$ cat config.mk
export PLATFORM = sky130hd
export DESIGN_NAME = key_event_detector
export DESIGN_NICKNAME = d
export VERILOG_FILES = /design/src/rtl/key_event_detector.sv
export SDC_FILE = /design/constraint.sdc
export NUM_CORES = 1
export LEC_CHECK = 0
export CORE_ASPECT_RATIO = 1.5
export CORE_MARGIN = 2
export CORE_UTILIZATION = 40
export CTS_CLUSTER_SIZE = 12
export DETAILED_ROUTE_END_ITERATION = 8
export GPL_TIMING_DRIVEN = 0
export PLACE_DENSITY = 0.56
export SKIP_LAST_GASP = 1
export SLEW_MARGIN = 20
export SYNTH_ARGS = -nofsm -noshare
export SYNTH_HDL_FRONTEND = slang
export SYNTH_SLANG_ARGS = --single-unit
$ cat constraint.sdc
create_clock -name clock -period 2.2 [get_ports clock]
set_clock_uncertainty 0.2 [all_clocks]
set_input_delay 0.66 -clock clock [delete_from_list [all_inputs] [get_ports clock]]
set_output_delay 0.66 -clock clock [all_outputs]
set_load 0.005 [all_outputs]
$ cat src/rtl/key_event_detector.sv
// Key event detector: turns a debounced key level into press/release/long-press/repeat/double-click events.
// Define KEY_DOUBLE_CLICK_EN to compile in double-click detection (adds the WINDOW state).
module key_event_detector #(
    parameter int unsigned LONG_TICKS   = 50000000,
    parameter int unsigned REPEAT_TICKS = 10000000,
    parameter int unsigned DOUBLE_TICKS = 15000000
) (
    input  logic clock,
    input  logic reset_n,
    input  logic in_i,
    output logic press_o,
    output logic release_o,
    output logic long_press_o,
    output logic repeat_o,
    output logic double_click_o,
    output logic held_o
);

    localparam int unsigned MAX_LR    = (LONG_TICKS > REPEAT_TICKS) ? LONG_TICKS : REPEAT_TICKS;
    localparam int unsigned MAX_TICKS = (MAX_LR > DOUBLE_TICKS) ? MAX_LR : DOUBLE_TICKS;
    localparam int unsigned CNT_W     = $clog2(MAX_TICKS + 1);

    localparam logic [CNT_W-1:0] LONG_LAST   = CNT_W'(LONG_TICKS - 1);
    localparam logic [CNT_W-1:0] REPEAT_LAST = CNT_W'(REPEAT_TICKS - 1);

`ifdef KEY_DOUBLE_CLICK_EN
    localparam logic [CNT_W-1:0] DOUBLE_LAST = CNT_W'(DOUBLE_TICKS - 1);

    typedef enum logic [1:0] {
        IDLE   = 2'd0,
        HOLD   = 2'd1,
        LONG   = 2'd2,
        WINDOW = 2'd3
    } state_e;
`else
    typedef enum logic [1:0] {
        IDLE = 2'd0,
        HOLD = 2'd1,
        LONG = 2'd2
    } state_e;
`endif

    state_e           state_q;
    logic [CNT_W-1:0] cnt_q;
    logic             in_q;
    logic             rise;
    logic             fall;

    assign rise = in_i & ~in_q;
    assign fall = ~in_i & in_q;

`ifdef KEY_DOUBLE_CLICK_EN
    // Set when the current hold began as a double click, so its release does not arm another window.
    logic dbl_q;
`else
    assign double_click_o = 1'b0;
`endif

    // Event FSM; the single counter times the hold, the repeat period and the double-click window.
    always_ff @(posedge clock or negedge reset_n) begin
        if (!reset_n) begin
            state_q      <= IDLE;
            cnt_q        <= '0;
            in_q         <= 1'b0;
            press_o      <= 1'b0;
            release_o    <= 1'b0;
            long_press_o <= 1'b0;
            repeat_o     <= 1'b0;
            held_o       <= 1'b0;
`ifdef KEY_DOUBLE_CLICK_EN
            double_click_o <= 1'b0;
            dbl_q          <= 1'b0;
`endif
        end else begin
            in_q         <= in_i;
            press_o      <= 1'b0;
            release_o    <= 1'b0;
            long_press_o <= 1'b0;
            repeat_o     <= 1'b0;
`ifdef KEY_DOUBLE_CLICK_EN
            double_click_o <= 1'b0;
`endif
            case (state_q)
                IDLE: begin
                    if (rise) begin
                        press_o <= 1'b1;
                        held_o  <= 1'b1;
                        cnt_q   <= '0;
                        state_q <= HOLD;
`ifdef KEY_DOUBLE_CLICK_EN
                        dbl_q   <= 1'b0;
`endif
                    end
                end
                HOLD: begin
                    if (fall) begin
                        release_o <= 1'b1;
                        held_o    <= 1'b0;
                        cnt_q     <= '0;
`ifdef KEY_DOUBLE_CLICK_EN
                        state_q   <= dbl_q ? IDLE : WINDOW;
`else
                        state_q   <= IDLE;
`endif
                    end else if (cnt_q == LONG_LAST) begin
                        long_press_o <= 1'b1;
                        cnt_q        <= '0;
                        state_q      <= LONG;
                    end else begin
                        cnt_q <= cnt_q + CNT_W'(1);
                    end
                end
                LONG: begin
                    if (fall) begin
                        release_o <= 1'b1;
                        held_o    <= 1'b0;
                        cnt_q     <= '0;
                        state_q   <= IDLE;
                    end else if (cnt_q == REPEAT_LAST) begin
                        repeat_o <= 1'b1;
                        cnt_q    <= '0;
                    end else begin
                        cnt_q <= cnt_q + CNT_W'(1);
                    end
                end
`ifdef KEY_DOUBLE_CLICK_EN
                WINDOW: begin
                    // A rise on the last window cycle still counts as a double click.
                    if (rise) begin
                        press_o        <= 1'b1;
                        double_click_o <= 1'b1;
                        held_o         <= 1'b1;
                        dbl_q          <= 1'b1;
                        cnt_q          <= '0;
                        state_q        <= HOLD;
                    end else if (cnt_q == DOUBLE_LAST) begin
                        cnt_q   <= '0;
                        state_q <= IDLE;
                    end else begin
                        cnt_q <= cnt_q + CNT_W'(1);
                    end
                end
`endif
                default: begin
                    cnt_q   <= '0;
                    held_o  <= 1'b0;
                    state_q <= IDLE;
                end
            endcase
        end
    end

endmodule

==> flow_summary.toml, run 1 <==
[status]
status = "complete, but fails checks"
violations = "setup timing"

[global_route]
met1_usage_pct = 21.15
grt_pass1_wl_um = 7824
top_usage_layer = "met2"
grt_overflow = 0
grt_max_degree = 23
grt_use_met3_pct = 3.693
use_met2_pct = 37.06
antenna_found_initial = 0
grt_pass1_vias = 1657
grt_usage_pct = 19.79

[finish]
multi_input_area_um2 = 1139
area_growth_pct = 31.00
drive_gt1_share_pct = 31.72
register_area_um2 = 854.6
fin_nets = 233
final_cell_mix = "dfrtp_1 (31), xnor2_1 (19), nor2_1 (17)"
diodes = 0
utilization_pct = 54.24
fin_area_um2 = 2464
layoutNonFillerInstCount = 291
fillerInstances = 414
layout_commonest_cell = "dfrtp_1"

[critical_path]
worstSetupPathType = "register to register"
arrival_ns = 2.30
reg2reg_to = "cnt_q[5]"
critPathSlowestCell = "or4b_4"
worstPathCellList = "or4b_4 > nor4_4 > a211oi_4 > nor3_4 > buf_6 > buf_6 > nor2_1"
cp_common_cell = "buf_6"
start_kind = "register"
r2r_start = "cnt_q[16]"
end_kind = "register"
r2r_cells = 7
critical_path_required_ns = 2.18
crit_fanout = 5
slowest_delay_ns = 0.57
r2r_slack_ns = -0.11

[route]
vias_per_cell = 5.361
ant_nets = 0
drt-pass1-iter-count = 4
wl_per_cell_um = 16.18
vias = 1560
dr.first_iter.drc_count = 48
routed_wl_um = 4708
route.detailed.drc = 0

[timing]
slew_viol_final = 0
rsz0062_at_grt = "yes"
period_needed_ns = 2.314
worst_pin_slew_ns = 0.5233
finalWorstSetupSlack_ns = -0.1138
tns_ns = -2.397
final.period_utilization_pct = 105.2
hold_violations = 0
setup_violations = 24
relSlewSlack_pct = 64.98
fmax_mhz = 432.2

[clocking]
cts_tree = "yes"
cts_buffers = 5
clk_pin_slew_ns = 0.08
htree_levels = 2
clk_latency_ns = 0.29
clock_sinks = 34
clockBufferDepth = 2
root_buffer = "clkbuf_8"

[power_and_ir_drop]
total_power_mw = 1.657
p_per_area_nw_per_um2 = 672.5
leakagePower_nw = 1.029
peakVddDrop_v = 0.0003794

[place]
postPlaceCellArea_um2 = 2053
post-dp-hpwl_um = 3020
portBuffers = 7
gp_congestion = 0.8674
dp_cells = 269

[yosys]
synth_cell_types = 39
synth_nets = 204
synthFlopType = "dfrtp_1"
yosys.area.top_type = "dfrtp_1"
synth.yosys.seq_area_share_pct = 45.24
mappedNetlistArea_um2 = 1881
synth.area.top_cells = "dfrtp_1 (45%), xnor2_1 (8.8%), nor2_1 (5.8%)"
async_flop_share_pct = 100.0
avgSynthCellArea_um2 = 9.546
ys_seq_elements = 34
yosysWarnings = 0
syn_inst = 197
yosys.area.top_type_share_pct = 45.24
synth-edff-count = 0

[die]
placementRows = 30
die_h_um = 87.98
chipWidth_um = 59.99
fp.dieArea_um2 = 5277
core_area_um2 = 4542
io-pin-count = 9
initial_core_util_pct = 41.40

[min_path]
hold_path.class = "input port to async pin"

[job]
maxCapViolCount = 0
## sequential cells by signal, indices dropped and copies added, names as in the netlist
register,flops
cnt_q,26
long_press_o,1
repeat_o,1
release_o,1
in_q,1
held_o,1
state_q,2
press_o,1
## critical path, delay by kind of cell (launching register included)
kind                   cells  cell delay, ns
AOI/OAI and AO/OA          1            0.14
buffers and inverters      2            0.29
DFF                        1            0.43
and+or+nand+nor            4            1.16
## routing by layer
metal  part of all wire, %  vias up
met2                    56       37
met4                   3.6        0
li1                      -      737
met1                    38      771
met5                     0        -
met3                   2.9       15
## cell families after synthesis
group | synth area share (%)
and+or+nand+nor | 30.14
DFF | 45.24
xor gates and xnor gates | 10.25
AOI/OAI and AO/OA | 7.319
buffers and inverters | 4.192
adders and majority gates | 2.661
other | 0.1994
## cells in the mapped netlist (4+ instances only)
| master | instances |
|---|---|
| nor2_2 | 4 |
| inv_1 | 11 |
| dfrtp_1 | 34 |
| xnor2_1 | 19 |
| and3_1 | 7 |
| nor3_1 | 8 |
| nor4_1 | 6 |
| nand4_1 | 6 |
| nor2_1 | 29 |
| nand3_1 | 5 |
| a21oi_1 | 4 |
| nand2_1 | 18 |
| ha_1 | 4 |
## report_power, final
group	total, mW	switching (mW)	internal, mW
clock	0.492	0.240	0.252
sequential	0.680	0.0256	0.655
combinational	0.485	0.285	0.200
## through the flow
step	setup WS, ns	hold WS (ns)
final	-0.1138	0.06713
after global routing	-0.1903	0.07624
after CTS	-0.1193	0.07542
after detailed placement	-0.7982	0.3111
after global placement	-0.7767	0.2932
after floorplan	0.009204	0.1644
## repair_timing
action | CTS | global route
hold buffers | 0 | 0
pin swaps | 21 | 7
endpoints found under the setup margin | 28 | 29
resized for setup | 31 | 21
endpoints found under the hold margin | 0 | 0
gates cloned | 2 | 0
buffers inserted | 11 | 2
## final cells by class
type | count | share of cell area [%]
clock inverter | 2 | 0.5079
buffer | 4 | 1.422
tap | 64 | 3.250
sequential | 34 | 34.69
inverter | 11 | 1.676
timing repair buffer | 23 | 8.888
multi-input combinational | 147 | 46.22
clock buffer | 6 | 3.352
## how the worst max path moves through the flow
stage,endpoint,slack [ns],start
finish,cnt_q[5],-0.11,cnt_q[16]
global placement,cnt_q[25],-0.78,in_i
detailed placement,cnt_q[25],-0.80,in_i
global route,cnt_q[6],-0.19,cnt_q[16]
CTS,cnt_q[12],-0.12,cnt_q[8]
floorplan,cnt_q[8],0.009,cnt_q[7]
No activity file was read; power rests on OpenSTA's default activity.
==> run 2, diff against run 1 <==
--- a/config.mk
+++ b/config.mk
@@ -5,13 +5,14 @@
 export SDC_FILE = /design/constraint.sdc
 export NUM_CORES = 1
 export LEC_CHECK = 0
+export ABC_CLOCK_PERIOD_IN_PS = 2200
 export CORE_ASPECT_RATIO = 1.5
 export CORE_MARGIN = 2
 export CORE_UTILIZATION = 40
 export CTS_CLUSTER_SIZE = 12
 export DETAILED_ROUTE_END_ITERATION = 8
 export GPL_TIMING_DRIVEN = 0
-export PLACE_DENSITY = 0.56
+export PLACE_DENSITY = 0.57
 export SKIP_LAST_GASP = 1
 export SLEW_MARGIN = 20
 export SYNTH_ARGS = -nofsm -noshare
==> flow_summary.toml, run 2 (synthesis results as in run 1) <==
[finish]
regMostFlops = "cnt_q"
layout_commonest_cell = "dfrtp_1"
diodes = 0
fin_nets = 237
drive_gt1_share_pct = 29.87
area_growth_pct = 31.40
top_regs = "cnt_q x26, state_q x2"
largest_reg_flops = 26
fin_area_um2 = 2471
fillerInstances = 407
final_cell_mix = "dfrtp_1 (31), nor2_1 (21), xnor2_1 (19)"

[route]
wl_met3_um = 180
top_layer_used = "met4"
wl_per_cell_um = 15.97
ant_nets = 0
dr.first_iter.drc_count = 76
vias = 1630
routed_wl_um = 4710
route.met2.wl_um = 2674
route.detailed.drc = 0
m1WireLength_um = 1683
vias_per_cell = 5.525
drt-pass1-iter-count = 4

[place]
postPlaceCellArea_um2 = 2046
portBuffers = 7
gp_congestion = 0.8867
post-dp-hpwl_um = 3047

[critical_path]
arrival_ns = 2.28
r2r_slack_ns = -0.11
worst-path-stages = 8
end_kind = "register"
cp_common_cell = "buf_6"
critical_path_required_ns = 2.17
worstSetupPathType = "register to register"
setup.worst_path.start = "cnt_q[16]"
worstPathCellList = "or4b_4 > nor4_4 > buf_4 > a211oi_4 > nor3_4 > buf_6 > buf_6 > nor2_2"
crit_fanout = 6
critPathSlowestCell = "or4b_4"
slowest_delay_ns = 0.54
critPathTopFamily = "simple AND/OR/NAND/NOR gates"
r2r_start = "cnt_q[16]"
reg2reg_to = "cnt_q[11]"
path_buf_inv = 3
r2r_cells = 8
start_kind = "register"

[power_and_ir_drop]
sw_frac_of_total_pct = 32.03
p_comb_share_pct = 29.4
power_frac_seq_pct = 41.6
peakVddDrop_v = 0.0004580
power_frac_clock_pct = 29.0
intPower_mw = 1.107
p_per_area_nw_per_um2 = 659.2
leakagePower_nw = 1.016
total_power_mw = 1.629
switching_power_mw = 0.5218

[timing]
period_needed_ns = 2.309
final.period_utilization_pct = 105.0
rsz0062_at_grt = "yes"
hold_violations = 0
slew_viol_final = 0
worst_pin_slew_ns = 0.5708
relSlewSlack_pct = 61.80
finalWorstSetupSlack_ns = -0.1092
fmax_mhz = 433.1
setup_violations = 23

[die]
core_area_um2 = 4542
initial_core_util_pct = 41.40
die_h_um = 87.98
chipWidth_um = 59.99
io-pin-count = 9
fp.dieArea_um2 = 5277
placementRows = 30

[clocking]
clockBufferDepth = 2
htree_levels = 2
cts_tree = "yes"
cts_buffers = 5
clock_sinks = 34
clk_pin_slew_ns = 0.07
root_buffer = "clkbuf_8"
clk_latency_ns = 0.28

[global_route]
grt_pass1_wl_um = 7783
grt_max_degree = 34
grt_overflow = 0
antenna_found_initial = 0
grt_usage_pct = 19.69
grt_pass1_vias = 1717

[min_path]
min_path_cells = 2
hold_path.class = "register to register"
hold_end = "state_q[0]"
min_from = "state_q[0]"

[status]
violations = "setup timing"
status = "complete, but fails checks"

[job]
maxCapViolCount = 0
[run 2: worst max path at each step]
stage	end	slack (ns)
finish	cnt_q[11]	-0.11
detailed placement	cnt_q[25]	-0.83
floorplan	cnt_q[8]	0.009
global route	cnt_q[13]	-0.17
CTS	cnt_q[25]	-0.08
global placement	cnt_q[25]	-0.77
[run 2: final cells by class]
type	instances	area, um2	share of cell area (%)
Timing Repair Buffer	27	254.0	10.28
Clock inverter	1	5.005	0.2025
Buffer	4	35.03	1.418
Multi-Input combinational cell	147	1115	45.11
Clock buffer	7	86.33	3.494
Sequential cell	34	854.6	34.58
Inverter	11	41.29	1.671
Tap cell	64	80.08	3.241
[run 2: power by group through the flow]
| stage | registers [mW] | logic (mW) | clock network [mW] |
|---|---|---|---|
| finish | 0.677 | 0.479 | 0.473 |
| floorplan | 0.686 | 0.233 | 0 |
| detailed placement | 0.689 | 0.350 | 0 |
| global placement | 0.687 | 0.335 | 0 |
| global route | 0.680 | 0.524 | 0.508 |
| CTS | 0.678 | 0.456 | 0.484 |
[run 2: per-layer routing]
metal / vias up / GRT usage, %
met5: - / 0
met4: 0 / 9.091
met3: 19 / 4.579
met2: 55 / 36.07
met1: 806 / 20.47
li1: 750 / -
[run 2: per-stage QoR]
stage	setup TNS [ns]	util, %	hold slack (ns)	instances	worst slack (ns)
final	-2.026	54.41	0.3508	295	-0.1092
after global placement	-29.81	44.71	0.2926	268	-0.7732
after floorplan	0	-	0.1644	197	0.009204
after global routing	-3.724	54.41	0.3642	295	-0.1732
after CTS	-1.486	52.04	0.3314	291	-0.08255
after detailed placement	-16.98	45.04	0.2601	269	-0.8270
[run 2: repair_timing]
item,in CTS,in global routing
cloned,2,0
resized for setup,27,18
buffers inserted,12,4
setup endpoints to repair,28,27
hold endpoints to repair,1,0
hold buffers,1,0
pin swaps,11,9
[run 2: worst register-to-register path: cells and delay by family, from the launching register on]
family                 cells  cell delay, ns
and+or+nand+nor            4            0.99
buffers and inverters      3            0.45
AOI/OAI and AO/OA          1            0.09
DFF                        1            0.47
